File: src/rtl/instruction_fetch_unit_pkg.sv
// Shared definitions for the instruction fetch unit: FSM states,
// the B opcode, parameter defaults and an opcode helper.
package instruction_fetch_unit_pkg;

    localparam int IFU_BITSIZE   = 32;
    localparam int IFU_REGSIZE   = 64;
    localparam int IFU_MEM_DEPTH = 64;

    localparam logic [5:0] OP_B = 6'b000101;

    typedef enum logic [1:0] {
        IDLE,
        FETCH,
        HOLD
    } ifu_state_e;

    function automatic logic is_branch(input logic [31:0] instr);
        return instr[31:26] == OP_B;
    endfunction

endpackage

File: src/rtl/instruction_fetch_unit_fifo2.sv
// ifu_fifo2: two-entry {pc, instr} queue between fetch and decode.
// Ports: clk, reset (sync, active high), i_push/i_pc/i_instr,
//        i_pop, i_flush, o_count, o_head_pc/o_head_instr (0 when empty).
module ifu_fifo2
    import instruction_fetch_unit_pkg::*;
#(
    parameter int BITSIZE = IFU_BITSIZE,
    parameter int REGSIZE = IFU_REGSIZE
) (
    input  logic               clk,
    input  logic               reset,
    input  logic               i_push,
    input  logic [REGSIZE-1:0] i_pc,
    input  logic [BITSIZE-1:0] i_instr,
    input  logic               i_pop,
    input  logic               i_flush,
    output logic [1:0]         o_count,
    output logic [REGSIZE-1:0] o_head_pc,
    output logic [BITSIZE-1:0] o_head_instr
);

    logic [1:0]         r_count;
    logic [REGSIZE-1:0] r_pc0, r_pc1;
    logic [BITSIZE-1:0] r_in0, r_in1;

    always_ff @(posedge clk) begin
        if (reset) begin
            r_count <= 2'd0;
            r_pc0   <= '0;
            r_pc1   <= '0;
            r_in0   <= '0;
            r_in1   <= '0;
        end else if (i_flush) begin
            r_count <= 2'd0;
        end else begin
            unique case ({i_push, i_pop})
                2'b10: begin
                    if (r_count == 2'd0) begin
                        r_pc0   <= i_pc;
                        r_in0   <= i_instr;
                        r_count <= 2'd1;
                    end else if (r_count == 2'd1) begin
                        r_pc1   <= i_pc;
                        r_in1   <= i_instr;
                        r_count <= 2'd2;
                    end
                end
                2'b01: begin
                    if (r_count != 2'd0) begin
                        r_pc0   <= r_pc1;
                        r_in0   <= r_in1;
                        r_count <= r_count - 2'd1;
                    end
                end
                2'b11: begin
                    // Head leaves while the new entry joins: count unchanged.
                    if (r_count == 2'd2) begin
                        r_pc0 <= r_pc1;
                        r_in0 <= r_in1;
                        r_pc1 <= i_pc;
                        r_in1 <= i_instr;
                    end else begin
                        r_pc0   <= i_pc;
                        r_in0   <= i_instr;
                        r_count <= 2'd1;
                    end
                end
                default: ;
            endcase
        end
    end

    assign o_count      = r_count;
    assign o_head_pc    = (r_count != 2'd0) ? r_pc0 : '0;
    assign o_head_instr = (r_count != 2'd0) ? r_in0 : '0;

endmodule

File: src/rtl/instruction_fetch_unit.sv
// Instruction fetch unit: walks pc through instruction memory, buffers
// {pc, instr} in a 2-entry queue and hands them to decode by valid/ready.
// Ports: clk, reset (sync, active high), imem_addr/imem_data (memory),
//        redirect_valid/redirect_target (branch redirect),
//        out_valid/out_ready/out_instr/out_pc (decode handshake).
// Macro IFU_BRANCH_PREDICT_EN: follow B instructions at fetch time.
module instruction_fetch_unit
    import instruction_fetch_unit_pkg::*;
#(
    parameter int BITSIZE   = IFU_BITSIZE,
    parameter int REGSIZE   = IFU_REGSIZE,
    parameter int MEM_DEPTH = IFU_MEM_DEPTH
) (
    input  logic               clk,
    input  logic               reset,
    output logic [REGSIZE-1:0] imem_addr,
    input  logic [BITSIZE-1:0] imem_data,
    input  logic               redirect_valid,
    input  logic [REGSIZE-1:0] redirect_target,
    output logic               out_valid,
    input  logic               out_ready,
    output logic [BITSIZE-1:0] out_instr,
    output logic [REGSIZE-1:0] out_pc
);

    localparam logic [REGSIZE-1:0] DEPTH = REGSIZE'(MEM_DEPTH);
    localparam logic [REGSIZE-1:0] LAST  = REGSIZE'(MEM_DEPTH - 1);

    ifu_state_e         r_state, w_state_nxt;
    logic [REGSIZE-1:0] r_pc, w_pc_nxt;
    logic [REGSIZE-1:0] w_seq_pc, w_next_pc, w_redir_pc;
    logic [1:0]         w_cnt, w_cnt_after;
    logic               w_push, w_pop, w_flush;

    assign w_seq_pc   = (r_pc == LAST) ? '0 : r_pc + 1'b1;
    assign w_redir_pc = redirect_target % DEPTH;

`ifdef IFU_BRANCH_PREDICT_EN
    logic signed [REGSIZE:0] w_br_sum, w_br_mod;

    // Signed modulo so backward offsets wrap into [0, MEM_DEPTH).
    always_comb begin
        w_br_sum = $signed({1'b0, r_pc})
                 + $signed({{(REGSIZE-25){imem_data[25]}},
                            imem_data[25:0]});
        w_br_mod = w_br_sum % $signed({1'b0, DEPTH});
        if (w_br_mod < 0) begin
            w_br_mod = w_br_mod + $signed({1'b0, DEPTH});
        end
    end

    assign w_next_pc = is_branch(imem_data[31:0])
                     ? w_br_mod[REGSIZE-1:0] : w_seq_pc;
`else
    assign w_next_pc = w_seq_pc;
`endif

    assign w_pop       = out_valid & out_ready;
    assign w_cnt_after = w_cnt + 2'd1 - {1'b0, w_pop};

    always_ff @(posedge clk) begin
        if (reset) begin
            r_state <= IDLE;
            r_pc    <= '0;
        end else begin
            r_state <= w_state_nxt;
            r_pc    <= w_pc_nxt;
        end
    end

    always_comb begin
        w_state_nxt = r_state;
        w_pc_nxt    = r_pc;
        w_push      = 1'b0;
        w_flush     = 1'b0;
        unique case (r_state)
            IDLE: begin
                w_state_nxt = FETCH;
                if (redirect_valid) w_pc_nxt = w_redir_pc;
            end
            FETCH: begin
                if (redirect_valid) begin
                    w_flush  = 1'b1;
                    w_pc_nxt = w_redir_pc;
                end else begin
                    w_push   = 1'b1;
                    w_pc_nxt = w_next_pc;
                    if (w_cnt_after == 2'd2) w_state_nxt = HOLD;
                end
            end
            HOLD: begin
                if (redirect_valid) begin
                    w_flush     = 1'b1;
                    w_pc_nxt    = w_redir_pc;
                    w_state_nxt = FETCH;
                end else if (w_pop) begin
                    w_state_nxt = FETCH;
                end
            end
            default: w_state_nxt = IDLE;
        endcase
    end

    ifu_fifo2 #(
        .BITSIZE(BITSIZE),
        .REGSIZE(REGSIZE)
    ) u_fifo (
        .clk         (clk),
        .reset       (reset),
        .i_push      (w_push),
        .i_pc        (r_pc),
        .i_instr     (imem_data),
        .i_pop       (w_pop),
        .i_flush     (w_flush),
        .o_count     (w_cnt),
        .o_head_pc   (out_pc),
        .o_head_instr(out_instr)
    );

    assign imem_addr = r_pc;
    assign out_valid = (w_cnt != 2'd0);

endmodule
File: config.mk
export PLATFORM = sky130hd
export DESIGN_NAME = instruction_fetch_unit
export DESIGN_NICKNAME = d
export VERILOG_FILES = /design/src/rtl/instruction_fetch_unit_pkg.sv /design/src/rtl/instruction_fetch_unit_fifo2.sv /design/src/rtl/instruction_fetch_unit.sv
export SDC_FILE = /design/constraint.sdc
export NUM_CORES = 1
export LEC_CHECK = 0
export CAP_MARGIN = 10
export CORE_MARGIN = 4
export CORE_UTILIZATION = 45
export DETAILED_ROUTE_END_ITERATION = 12
export PLACE_DENSITY = 0.72
export SLEW_MARGIN = 20
export SYNTH_ARGS = -nofsm -noshare
export SYNTH_HDL_FRONTEND = slang
export SYNTH_SLANG_ARGS = --single-unit
File: constraint.sdc
create_clock -name clk -period 3.5 [get_ports clk]
set_input_delay 0.7 -clock clk [delete_from_list [all_inputs] [get_ports clk]]
set_output_delay 0.7 -clock clk [all_outputs]
set_load 0.01 [all_outputs]
Word level (Yosys, flattened, before mapping)
Cells that the tools add are included.

operators by class
  add/subtract/negate cells = 4
  equality and inequality tests = 20
  muxes and demuxes = 36
  bitwise operators = 2
  reductions and logical operators = 14

operators by type and width
  kind                   number
  $mux 64                10
  $pmux 64 s2            2
  $mux 32                7
  $pmux 64 s3            1
  $pmux 32 s3            1
  $add 64x1->64 const B  1
  $eq 64x6->1 const B    1
  $pmux 32 s2            1
  $mux 2                 8
  $pmux 2 s3             2
  $eq 2x2->1 const B     5
  $ne 2x2->1 const B     5
  $ne 2x1->1 const B     4
  $reduce_and 4->1       2
  $eq 2x1->1 const B     3
  $reduce_bool 2->1      3
  $reduce_or 2->1        3
  $reduce_and 5->1       1
  $logic_not 2->1        2
  $mux 1                 4
  $ne 3x1->1 const B     1
  $ne 3x2->1 const B     1
  $reduce_and 3->1       1
  $reduce_bool 3->1      1
  other kinds (6)        6

storage, ports and cells
  register bits after elaboration = 260
  bits of input ports = 100
  output and inout port bits = 161
  logic and storage cells = 83

Longest topological paths before layout
Gate-level depths: netlist of run 1.

  depth after elaboration = 7
  mapped depth = 10
  mapped depth without buffers = 10

Modules after synthesis
From an unflattened synthesis of run 1, not the netlist that was laid out.

unflattened totals
  cell total of the unflattened synthesis = 1,612
  area, all modules = 13,963.4 µm²

by module, submodules not included
  module                  instances  cells each  area an instance (µm²)  sequential area each (µm²)
  ifu_fifo2               1          1,121       10,134.7                3,883.7
  instruction_fetch_unit  1          491         3,828.7                 1,321.3

Worst setup path before layout of run 1
Ideal clock, no wire load.

  kind = input -> register
  start = input port redirect_valid
  end = register r_pc[49] (netlist: imem_addr[49])
  setup time = 0.075 ns
  data arrival time = 2.375 ns
  required time = 3.425 ns
  slack = 1.049 ns
  stages = 7
  buffers on the path = 2
  cell sequence = buf_4 nand2b_4 a2111oi_4 nand4_4 buf_6 or3_1 a22oi_2

between the ends
  cells in the longest elaborated chain, start to end = 2
  elaborated cells on any way between the ends = 4
  classes of those cells = 1 x eq/ne; 2 x mux; 1 x reduce/logical

RTL lines
  item                                             line                          source
  from (decl)                                      instruction_fetch_unit.sv:18  input logic redirect_valid,
  $mux 64 or $ne 2x1->1 (tied branches)            -
  $pmux 64 s2 or $reduce_and 2->1 (tied branches)  -
  to (signal assigned)                             instruction_fetch_unit.sv:67  r_pc <= w_pc_nxt;
  to (decl)                                        instruction_fetch_unit.sv:30  logic [REGSIZE-1:0] r_pc, w_pc_nxt;

Parallel ways exist; a longest one is shown, timed or not.
A chain may end at the register's enable or synchronous reset.

Final worst setup path of run 1
  start = register u_fifo.r_count[0] (netlist: u_fifo.o_count[0])
  end = output port out_pc[23]

between the ends
  cells in the longest elaborated chain, start to end = 2

RTL lines
  item                    line                                source
  from (decl)             instruction_fetch_unit_fifo2.sv:22  logic [1:0] r_count;
  from (signal assigned)  instruction_fetch_unit_fifo2.sv:52  r_count <= r_count - 2'd1;
  $reduce_bool 2->1       instruction_fetch_unit_fifo2.sv:74  assign o_head_pc = (r_count != 2'd0) ? r_pc0 : '0;
  $mux 64                 instruction_fetch_unit_fifo2.sv:74
  to (decl)               instruction_fetch_unit.sv:23        output logic [REGSIZE-1:0] out_pc

No other way between the ends.

==> results of run 1 <==
worst reg2reg max path, stage by stage (launching register included):
cell     delay (ns)
dfxtp_1        0.50
and4_1         0.33
and4_1         0.67
nand4_2        0.53
or4_1          0.63
a22oi_1        0.18
per-layer routing:
| layer | up-vias | share of wire [%] | routed length [µm] | GRT usage, % |
|---|---|---|---|---|
| met5 | - | 0 | 0 | 0 |
| met4 | 0 | 2.0 | 621 | 5.13 |
| met3 | 43 | 4.6 | 1440 | 3.06 |
| met2 | 252 | 47 | 14800 | 34.5 |
| met1 | 4991 | 47 | 14800 | 29.1 |
| li1 | 5306 | - | - | - |
report_power, final:
part | internal, W | total, W | switching, W
clock network | 0.00168 | 0.00284 | 0.00116
registers | 0.00349 | 0.00379 | 0.000304
logic | 0.00161 | 0.00375 | 0.00214
cell families (layout without fill, tap and decap cells):
logic type / count (synthesis) / after routing / share of synthesized area (%)
buffers and inverters: 142 / 293 / 5.02
adders and majority gates: 10 / 10 / 1.04
and+or+nand+nor: 568 / 568 / 23.4
AOI/OAI and AO/OA: 321 / 321 / 17.3
xor gates and xnor gates: 27 / 27 / 1.96
muxes: 98 / 98 / 8.12
DFF: 260 / 260 / 43.1
stage by stage:
step                setup slack [ns]  area, µm²
finish                         0.289      15200
global route                   0.120      15200
CTS                            0.196      15200
detailed placement             0.381      14400
global placement               0.429      14400
floorplan                       1.05      12100
layout make-up:
cell class,instances,area [µm²],area share (%)
multi-input cells,1024,6310,41.4
flip-flops and latches,260,5200,34.2
repair buffers,235,2380,15.6
clock buffers,38,777,5.10
well taps,335,419,2.75
clock inverters,7,85.1,0.559
inverters,13,48.8,0.320
worst min-delay path by stage:
stage | from | endpoint | slack (ns) | depth (start not counted)
floorplan | u_fifo.r_in1[0] | u_fifo.r_in1[0] | 0.44 | 2
global placement | u_fifo.r_pc1[60] | u_fifo.r_pc1[60] | 0.44 | 2
detailed placement | u_fifo.r_in1[21] | u_fifo.r_in1[21] | 0.45 | 2
CTS | u_fifo.r_pc1[0] | u_fifo.r_pc1[0] | 0.45 | 2
global route | u_fifo.r_pc1[35] | u_fifo.r_pc1[35] | 0.47 | 2
finish | u_fifo.r_in1[29] | u_fifo.r_in1[29] | 0.45 | 2
cells in the final DEF (no fill, tap or decap), drive strengths merged, types with 20 or more instances in the layout:
master         count
a211oi           100
buf               34
nand2            218
nor2             109
nor4              23
nand4             33
a22oi             27
clkbuf            38
nor2b             98
mux2i             98
a21oi            136
o21ai             20
clkdlybuf4s50    201
nand3             20
dfxtp            260
registers in the layout, summed over array words and instances (netlist names):
name            cells
imem_addr          64
r_state             2
u_fifo.o_count      2
u_fifo.r_in0       32
u_fifo.r_in1       32
u_fifo.r_pc0       64
u_fifo.r_pc1       64
==> results.toml, run 1 <==
[status]
status = "finished, final reports clean"

[placement]
gp_congestion = 0.811
dp_cells = 1867
portBuffers = 202
dp_hpwl_mm = 20.8

[worst_setup_path]
cp_top_family = "buffers and inverters"
startpoint_type = "register"
setup.worst_path.class = "register to output pin"
max_stage_delay_ns = 0.49
path_depth = 5
endpoint_kind = "output pin"
crit_arrival_ns = 2.51
reg2reg_to = "imem_addr[62]"
r2r_slack_ns = 0.56
crit_end = "out_pc[23]"
startpoint = "u_fifo.o_count[0]"
worstPathRequired_ns = 2.80
slowest_stage = "clkdlybuf4s50_1"
crit_buf_inv = 3
r2r_cells = 5
cp_max_fo = 58
timing.rr.start = "imem_addr[11]"
crit_chain = "inv_1, ha_4, buf_12, nor2b_1, clkdlybuf4s50_1"

[synth]
syn_nets = 1536
yosys.area.top_type_share_pct = 43.1
synth_edf_count = 0
yosys_warnings = 0
yosys.area.top_type = "dfxtp_1"
synthDistinctLibCells = 62
syn_area_um2 = 12100
ys_ff_latch = 260
async_flop_share_pct = 0
ys_seq_area_share_pct = 43.1
synth_common_cells = "260 x dfxtp_1, 216 x nand2_1, 136 x a21oi_1"
synth_area_per_cell_um2 = 8.47
synth_most_common_cell = "dfxtp_1"
synth_flop_cell = "dfxtp_1"
netlist_instances = 1426
yosys-top-cells-area = "dfxtp_1 43%, mux2i_1 8.1%, nand2_1 6.7%"

[power_and_ir_drop]
total_leakage_power_nw = 5.53
powerDensity_nw_per_um2 = 682
peakVddDrop_v = 0.000743
power_w = 0.0104

[timing]
maxSlewViolCount = 0
post-route-min-period_ns = 3.21
finalHoldViolCount = 0
clock_skew_ns = 0.0117
period_share_pct = 91.8
grt_setup_unrepaired = "no"
max_slew_margin_pct = 38.2
setup_tns_ns = 0
max_freq_mhz = 311
tightest_slew_ns = 0.927
setup_violations = 0
finalHoldWorstSlack_ns = 0.452

[floorplan]
floorplan.initialDensity_pct = 46.1
die_x_um = 172
rows = 59
core-area_um2 = 26200
die-height_um = 172
io_pins = 261
dieArea_um2 = 29500

[clocking]
cts_post_setup_buffers_inserted = 0
clk_latency_ns = 0.53
cts_hold_buf = 0
numCtsBuffers = 27
h-tree-depth = 1
root_buffer = "clkbuf_16"
cts_tree = "yes"
clock_tree.buffer_depth = 3
clkTransAtPathRegs_ns = 0.06
post_cts_resized = 0
cts.sinks = 260

[global_route]
grt_max_degree = 86
grtUsageTotal_pct = 20.9
antenna_found_initial = 0
grt_pass1_vias = 10200
grt_pass1_wl_mm = 52.1
grt_overflow = 0

[finish]
synthToLayoutAreaGrowth_pct = 26.2
nFillCells = 2314
fin_cells = 1912
final_core_util_pct = 58.1
antennaDiodeCount = 0
nets = 1671
final_layout_size_suffix_gt1_share_pct = 6.34

[routing]
drt_iter0_drc = 763
wirelength_mm = 31.7
viasPerCell = 5.54
dr.pass1.iters = 7
drc_errors = 0
drtAntennaViolNets = 0
vias = 10600
wl_per_cell_um = 16.6

[worst_hold_path]
hp-class = "register to register"

[job]
max_cap_violations = 0
Note: power is estimated with default switching activity, not from simulation.
==> inputs of run 2 (changes only) <==
CELL_PAD_IN_SITES_DETAIL_PLACEMENT = 1   (was unset)
CELL_PAD_IN_SITES_GLOBAL_PLACEMENT = 2   (was unset)
CORE_UTILIZATION = 40   (was 45)
DONT_BUFFER_PORTS = 1   (was unset)
PLACE_DENSITY = unset   (was 0.72)
PLACE_DENSITY_LB_ADDON = 0.1   (was unset)
clock period = 4.06 ns   (was 3.5 ns; I/O delays follow)
==> run 2 against run 1 <==
  * Via count down 5.8%
  * Combinational power fell by 25%
  * Register-to-register slack improved by 0.30 ns
==> results.toml, run 2 (synthesis gave the netlist of run 1 again) <==
[global_route]
grt_util_met1_pct = 26.2
grt_pass1_vias = 10000
met3_usage_pct = 4.43
grt_overflow = 0
top_usage_layer = "met2"
grt_pass1_wl_mm = 55.4
met2_usage_pct = 33.8
grtUsageTotal_pct = 19.9
antenna_found_initial = 0
grt_max_degree = 206

[placement]
place_area_um2 = 12200
post-place-ws_ns = 0.883
dp_hpwl_mm = 21.2
portBuffers = 0
gp_congestion = 0.736

[routing]
wl_per_cell_um = 19.4
drtAntennaViolNets = 0
vias = 9975
drc_errors = 0
drt_iter0_drc = 446
dr.pass1.iters = 4
viasPerCell = 5.66
wirelength_mm = 34.2

[clocking]
post_cts_resized = 0
cts_hold_buf = 0
cts_post_setup_buffers_inserted = 0
root_buffer = "clkbuf_16"
h-tree-depth = 1
clkTransAtPathRegs_ns = 0.06
cts_tree = "yes"
clk_latency_ns = 0.55
clock_tree.buffer_depth = 3
cts.sinks = 260
numCtsBuffers = 30

[status]
status = "finished, final reports clean"

[timing]
setup_violations = 0
grt_setup_unrepaired = "no"
worst_slack_ns = 0.779
maxSlewViolCount = 0
max_freq_mhz = 305
post-route-min-period_ns = 3.28
period_share_pct = 80.8
finalHoldViolCount = 0
setup_tns_ns = 0
clock_skew_ns = 0.00807
max_slew_margin_pct = 37.6
tightest_slew_ns = 0.928

[floorplan]
dieArea_um2 = 33000
rows = 63
io_pins = 261
die_x_um = 182
die-height_um = 182
floorplan.initialDensity_pct = 40.6
core-area_um2 = 29700

[worst_setup_path]
endpoint_kind = "output pin"
startpoint_type = "register"
crit_arrival_ns = 2.47
r2r_slack_ns = 0.86
worstPathRequired_ns = 3.25
setup.worst_path.class = "register to output pin"
cp_max_fo = 69

[worst_hold_path]
hp-class = "input pin to register"

[finish]
design_area_um2 = 13300
final_common_cell = "dfxtp_1"
antennaDiodeCount = 0
nFillCells = 3471
nets = 1458
synthToLayoutAreaGrowth_pct = 9.83
final_layout_size_suffix_gt1_share_pct = 6.71
final_cell_mix = "260 x dfxtp_1, 216 x nand2_1, 136 x a21oi_1"

[job]
max_cap_violations = 0

[power_and_ir_drop]
peakVddDrop_v = 0.000371
powerDensity_nw_per_um2 = 667
total_leakage_power_nw = 4.79
## run 2: cell types whose count changed in the layout (fill, tap and decap cells not counted), sizes merged
cell           before  now
clkdlybuf4s50     201    0
clkbuf             38   47
buf                34   19
clkinv              5    6
## run 2: worst paths after layout
kind	cells past startpoint	end	from
setup reg to reg	6	imem_addr[40]	imem_addr[0]
hold reg to reg	2	u_fifo.r_pc1[13]	u_fifo.r_pc1[13]
hold / removal	1	u_fifo.r_pc1[9]	reset
setup / recovery	4	out_pc[13]	u_fifo.o_count[0]
## run 2: power breakdown
part           total (W)  switching (W)  internal [W]
clock network    0.00275        0.00107       0.00168
registers        0.00326       0.000257       0.00301
logic            0.00282        0.00182      0.000998
total            0.00884        0.00316       0.00568
## run 2: final cells by class
cell class,instances,area [µm²],area share (%)
Inverter,13,48.8,0.368
Sequential cell,260,5200,39.2
Clock inverter,8,90.1,0.679
Timing Repair Buffer,19,193,1.45
Multi-Input combinational cell,1024,6310,47.6
Tap cell,390,488,3.68
Clock buffer,47,926,6.98
## run 2: per-stage QoR
step	hold slack (ns)	util (%)	power [W]	std cells
floorplan	0.436	-	0.00550	1426
global placement	0.435	41.2	0.00609	1706
detailed placement	0.441	41.2	0.00621	1706
CTS	0.317	44.6	0.00899	1761
global route	0.311	44.6	0.00945	1761
finish	0.341	44.6	0.00884	1761
## run 2: worst max-delay path, cell delays in order (launching register included)
cell     delay, ns
dfxtp_1       0.35
inv_1         0.13
ha_4          0.70
buf_4         0.51
nor2b_1       0.19
## run 2: per-layer routing
layer  vias up  wire (µm)
met3        39       1850
met1      4891      15800
met4         0        537
met2       168      16000
met5         -          0
li1       4877          -
